<file path="config.mk">
export PLATFORM = sky130hd
export DESIGN_NAME = sm83_pch_dec_driver
export DESIGN_NICKNAME = d
export VERILOG_FILES = /design/src/rtl/sm83_pch_dec_driver.sv
export SDC_FILE = /design/constraint.sdc
export NUM_CORES = 1
export LEC_CHECK = 0
export CAP_MARGIN = 10
export CORE_UTILIZATION = 40
export CTS_BUF_LIST = sky130_fd_sc_hd__clkbuf_8
export CTS_CLUSTER_SIZE = 25
export DETAILED_ROUTE_END_ITERATION = 8
export GPL_ROUTABILITY_DRIVEN = 0
export PLACE_DENSITY = 0.71
export SLEW_MARGIN = 20
export SYNTH_ARGS = -nofsm -noshare
export SYNTH_HDL_FRONTEND = slang
export SYNTH_SLANG_ARGS = --single-unit
</file>
<file path="constraint.sdc">
create_clock -name clk -period 4 [get_ports clk]
set_clock_uncertainty 0.15 [all_clocks]
set_input_delay 0.8 -clock clk [delete_from_list [all_inputs] [get_ports clk]]
set_output_delay 0.8 -clock clk [all_outputs]
set_load 0.03 [all_outputs]
</file>
<file path="src/rtl/sm83_pch_dec_driver.sv">
// Precharge/evaluate sequencer for one SM83 precharged decode group.
// Optional sense checking is enabled by defining SM83_PCH_DEC_CHECK_EN.
module sm83_pch_dec_driver #(
  parameter int unsigned N_SEL    = 2,
  parameter int unsigned PCH_CYC  = 2,
  parameter int unsigned EVAL_CYC = 1
) (
  input  logic                    clk,
  input  logic                    reset_n,
  input  logic                    req,
  input  logic [N_SEL-1:0]        sel,
  input  logic [(1<<N_SEL)-1:0]   sense,
  output logic                    pch_n,
  output logic [(1<<N_SEL)-1:0]   pd,
  output logic                    busy,
  output logic                    done,
  output logic                    err
);
  localparam int unsigned LINES = 1 << N_SEL;
  localparam int unsigned CNT_W = 4;

  if (PCH_CYC < 1 || PCH_CYC > 15) begin : g_bad_pch
    $fatal(1, "PCH_CYC must be in 1..15");
  end
  if (EVAL_CYC < 1 || EVAL_CYC > 15) begin : g_bad_eval
    $fatal(1, "EVAL_CYC must be in 1..15");
  end

  typedef enum logic [2:0] {
    S_IDLE,
    S_PCH,
    S_GAP,
    S_EVAL,
    S_CHECK
  } state_t;

  state_t             state_q, state_d;
  logic [CNT_W-1:0]   cnt_q, cnt_d;
  logic [N_SEL-1:0]   sel_q, sel_d;
  logic               err_d;
  logic               mismatch;
  logic               pch_n_d;
  logic [LINES-1:0]   pd_d;
  logic               busy_d;
  logic               done_d;

`ifdef SM83_PCH_DEC_CHECK_EN
  assign mismatch = (sense != (LINES'(1) << sel_q));
`else
  logic unused_sense;
  assign unused_sense = ^sense;
  assign mismatch     = 1'b0;
`endif

  // Next state, plus outputs decoded from the next state so they leave flops.
  always_comb begin
    state_d = state_q;
    cnt_d   = cnt_q;
    sel_d   = sel_q;
    err_d   = err;
    case (state_q)
      S_IDLE: begin
        if (req) begin
          state_d = S_PCH;
          sel_d   = sel;
          err_d   = 1'b0;
          cnt_d   = CNT_W'(PCH_CYC - 1);
        end
      end
      S_PCH: begin
        if (cnt_q == '0) state_d = S_GAP;
        else             cnt_d   = cnt_q - CNT_W'(1);
      end
      S_GAP: begin
        state_d = S_EVAL;
        cnt_d   = CNT_W'(EVAL_CYC - 1);
      end
      S_EVAL: begin
        if (cnt_q == '0) state_d = S_CHECK;
        else             cnt_d   = cnt_q - CNT_W'(1);
      end
      S_CHECK: begin
        state_d = S_IDLE;
        err_d   = mismatch;
      end
      default: state_d = S_IDLE;
    endcase

    pch_n_d = (state_d == S_GAP) || (state_d == S_EVAL) || (state_d == S_CHECK);
    pd_d    = (state_d == S_EVAL) ? (LINES'(1) << sel_d) : '0;
    busy_d  = (state_d != S_IDLE);
    done_d  = (state_d == S_CHECK);
  end

  // State and output registers with synchronous reset.
  always_ff @(posedge clk) begin
    if (!reset_n) begin
      state_q <= S_IDLE;
      cnt_q   <= '0;
      sel_q   <= '0;
      err     <= 1'b0;
      pch_n   <= 1'b0;
      pd      <= '0;
      busy    <= 1'b0;
      done    <= 1'b0;
    end else begin
      state_q <= state_d;
      cnt_q   <= cnt_d;
      sel_q   <= sel_d;
      err     <= err_d;
      pch_n   <= pch_n_d;
      pd      <= pd_d;
      busy    <= busy_d;
      done    <= done_d;
    end
  end
endmodule

</file>
==> parameters.txt <==
Parameter                              Value

Status
  Outcome ... completed

Critical path
  Data arrival time of the critical path ... about 2.2 ns
  Max FO, Critical Path ... 4
  Type of origin of the critical path ... input pin
  Minimum setup slack among reg-to-reg paths ... approximately 2.2 ns
  Critical Path Sink Type ... flop
  Worst r2r src ... cnt_q[0]
  CP required ... ~4 ns
  Critical setup path kind ... in2reg
  R2R Path End ... cnt_q[3]
  Worst reg2reg path depth ... 5

Flow run
  Max capacitance violation total ... 0

Clock tree
  Clk root buf ... sky130_fd_sc_hd__clkbuf_8
  Clock insertion delay at the later pin of the skew report ... between 0.2 and 0.25 ns
  TritonCTS buffer count ... 3
  Post-CTS Setup Repair Bufs ... 0
  Count of hold buffers inserted by post-cts repair ... 0
  Clk pin slew, worst setup/hold paths ... around 0.060 ns
  H-tree levels ... 1
  Total clock sinks ... 16
  Post-cts repair resize count ... 0
  Max Buffers Root-to-Sink ... 2
  TritonCTS clock tree ... done

Timing
  Worst slew slack as a fraction of its limit ... about 50%
  Post-layout min period ... between 2 and 2.5 ns
  Setup TNS after final layout ... 0 ns
  Max frequency ... roughly 440 MHz
  Number of pins exceeding their max-slew limit in the final report ... 0
  Min Hold Slack ... 0.327 ns
  Count of endpoints failing hold in the final timing report ... 0
  Setup repair after global routing missed its margin ... no
  Final setup violation count ... 0
  Ratio of final minimum period to clock period ... between 50 and 60%
  Worst Max-Slew Pin Slew ... between 0.7 and 0.8 ns

Pwr
  Power, Total ... between 0.6 and 0.7 mW
  Lkg Pwr ... around 0.33 nW
  Power density cells ... between 700 and 800 nW/um2
  Peak supply drop ... about 0.29 mV

Logic synthesis
  Share of the synthesized area in the top cell type ... a little over two fifths
  Commonest cells in the synthesized netlist ... 16 x sky130_fd_sc_hd__dfxtp_1, 7 x sky130_fd_sc_hd__nor2_1, 6 x sky130_fd_sc_hd__nor3_1
  Synthesized area per cell ... approximately 11 um2
  Cell type with the largest total area after synthesis ... sky130_fd_sc_hd__dfxtp_1
  Post-Synthesis Cells ... 69
  Number of storage elements in the synthesis netlist ... 16
  Leading post-synthesis cells by cell area ... sky130_fd_sc_hd__dfxtp_1 44%, sky130_fd_sc_hd__mux2i_1 4.1%, sky130_fd_sc_hd__nor3_1 4.1%
  Netlist cell types ... 30
  Share of synthesized registers carrying an async set or reset ... 0%
  Top-count cell post-synth ... sky130_fd_sc_hd__dfxtp_1
  Post-synth design cell area ... about 730 um2
  Number of synthesized flops with an enable pin ... 0
  Proportion of synthesized chip area in sequential cells ... a little over two fifths
  Predominant post-synthesis flop cell ... sky130_fd_sc_hd__dfxtp_1
  Synth warn ... 0
  Syn_nets ... 80

Final layout
  Final Instance Count excl. Fillers ... between 100 and 150
  Nets@finish ... 91
  Synthesis-to-layout area growth ... 20.0%
  Inserted Diodes ... 0
  Count of fill cells added during filler insertion ... between 150 and 200
  Fraction of final layout cells with drive strength greater than 1 ... between 10% and 20%
  Multi-input logic area ... 349 um2
  Register cell area after layout ... approximately 320 um2

Floorplanning
  Core box area ... ~1700 um2
  Num ports ... 17
  Row Count ... 15
  Die extent in x ... ~45 um
  Die boundary height ... approximately 45 um
  Effective utilization at floorplan ... a little over two fifths
  Die Area ... around 2000 um2

GRT
  Overall fraction of global-route tracks in use ... between 10% and 20%
  Wire length of the first global-routing pass ... ~1800 um
  Sum of overflow across all layers after global routing ... 0
  Maximum number of pins on one net before global-route repair ... 14
  Initial antenna violation count ... 0
  Via count of the first global-routing pass ... around 430

Route
  Final antenna-violating net count ... 0
  Number of vias in the routed layout ... approximately 530
  Post-route DRC violation count ... 0
  Routed via count divided by cell count ... a little over 5
  Detail-routed net length per standard cell ... approximately 11 um
  Routed wire length ... between 1000 and 1500 um
  Count of TritonRoute iterations in the first routing pass ... 4
  Drt initial violations ... 8

Hold path
  Worst hold-check path type ... reg2reg
  Hold Crit Endpoint ... cnt_q[3]
  Hold Path Stages ... 2
  Start point of the worst min-delay path ... cnt_q[3]

Placed design
  Count of buffers inserted at the top-level ports ... 11
  HPWL after detailed placement ... between 800 and 900 um
  DP Cell Count ... 100
==> worst max path at each step <==
stage	depth (start not counted)	start	end	slack, ns
2_1_floorplan	3	req	sel_q[1]	2.12
3_3_place_gp	4	req	pd[0]	1.51
3_5_place_dp	4	req	sel_q[1]	1.48
4_1_cts	4	req	pd[0]	1.74
5_1_grt	4	reset_n	pd[2]	1.70
6_report	4	req	sel_q[1]	1.75
==> per-layer routing <==
layer  part of all wire, %  vias to the layer above  track usage [%]  wire length [um]
li1                      -                      271                -                 -
met1                    49                      247             17.0               561
met2                    47                        9             18.2               532
met3                   3.1                        2             4.80                35
met4                  0.96                        0             9.09                11
met5                     0                        -                0                 0
==> cells by family after synthesis <==
group                    Yosys count  share of synthesized area [%]
AO/OA/AOI/OAI                      9                           9.59
AND/OR/NAND/NOR                   27                           25.9
other                              1                          0.513
XOR/XNOR                           1                           1.20
flip-flops                        16                           43.8
adder cells (fa/ha/maj)            2                           3.42
multiplexers                       5                           7.19
buffers and inverters              8                           8.39
==> flip-flops by register name, summed over array words and instances, names as in the netlist <==
name     count
cnt_q        4
pd           4
state_q      3
sel_q        2
busy         1
done         1
pch_n        1
==> placed cells by master, fill, tap and decap left out, types with 3 or more instances in the layout <==
master and n:
sky130_fd_sc_hd__inv_1 3, sky130_fd_sc_hd__nor2_1 7, sky130_fd_sc_hd__clkdlybuf4s50_1 11, sky130_fd_sc_hd__clkbuf_8 4
sky130_fd_sc_hd__mux2i_1 3, sky130_fd_sc_hd__o31ai_1 3, sky130_fd_sc_hd__dfxtp_1 16, sky130_fd_sc_hd__nor3_1 6
==> through the flow <==
step	utilization (%)	cell area [um2]	worst slack, ns
after global placement	47.6	822	1.51
final	50.8	877	1.75
after floorplan	-	731	2.12
after detailed placement	47.6	822	1.48
after CTS	50.8	877	1.74
after global routing	50.8	877	1.70
==> layout make-up <==
| class | instances | area share (%) |
|---|---|---|
| Clock buffer | 4 | 6.28 |
| Inverter | 3 | 1.28 |
| Multi-Input combinational cell | 45 | 39.8 |
| Sequential cell | 16 | 36.5 |
| Tap cell | 25 | 3.57 |
| Timing Repair Buffer | 11 | 12.6 |
==> worst max-delay path: stages <==
cell and delay [ns]:
sky130_fd_sc_hd__clkdlybuf4s50_1 0.51, sky130_fd_sc_hd__nor4b_4 0.36, sky130_fd_sc_hd__mux2_2 0.41, sky130_fd_sc_hd__and2_1 0.16
==> power by group <==
| group | internal [mW] | total [mW] | switching (mW) | leakage (nW) |
|---|---|---|---|---|
| logic | 0.118 | 0.235 | 0.116 | 0.174 |
| registers | 0.202 | 0.247 | 0.0452 | 0.131 |
| clock network | 0.0871 | 0.140 | 0.0524 | 0.0288 |
Note: power is estimated with default switching activity, not from simulation.
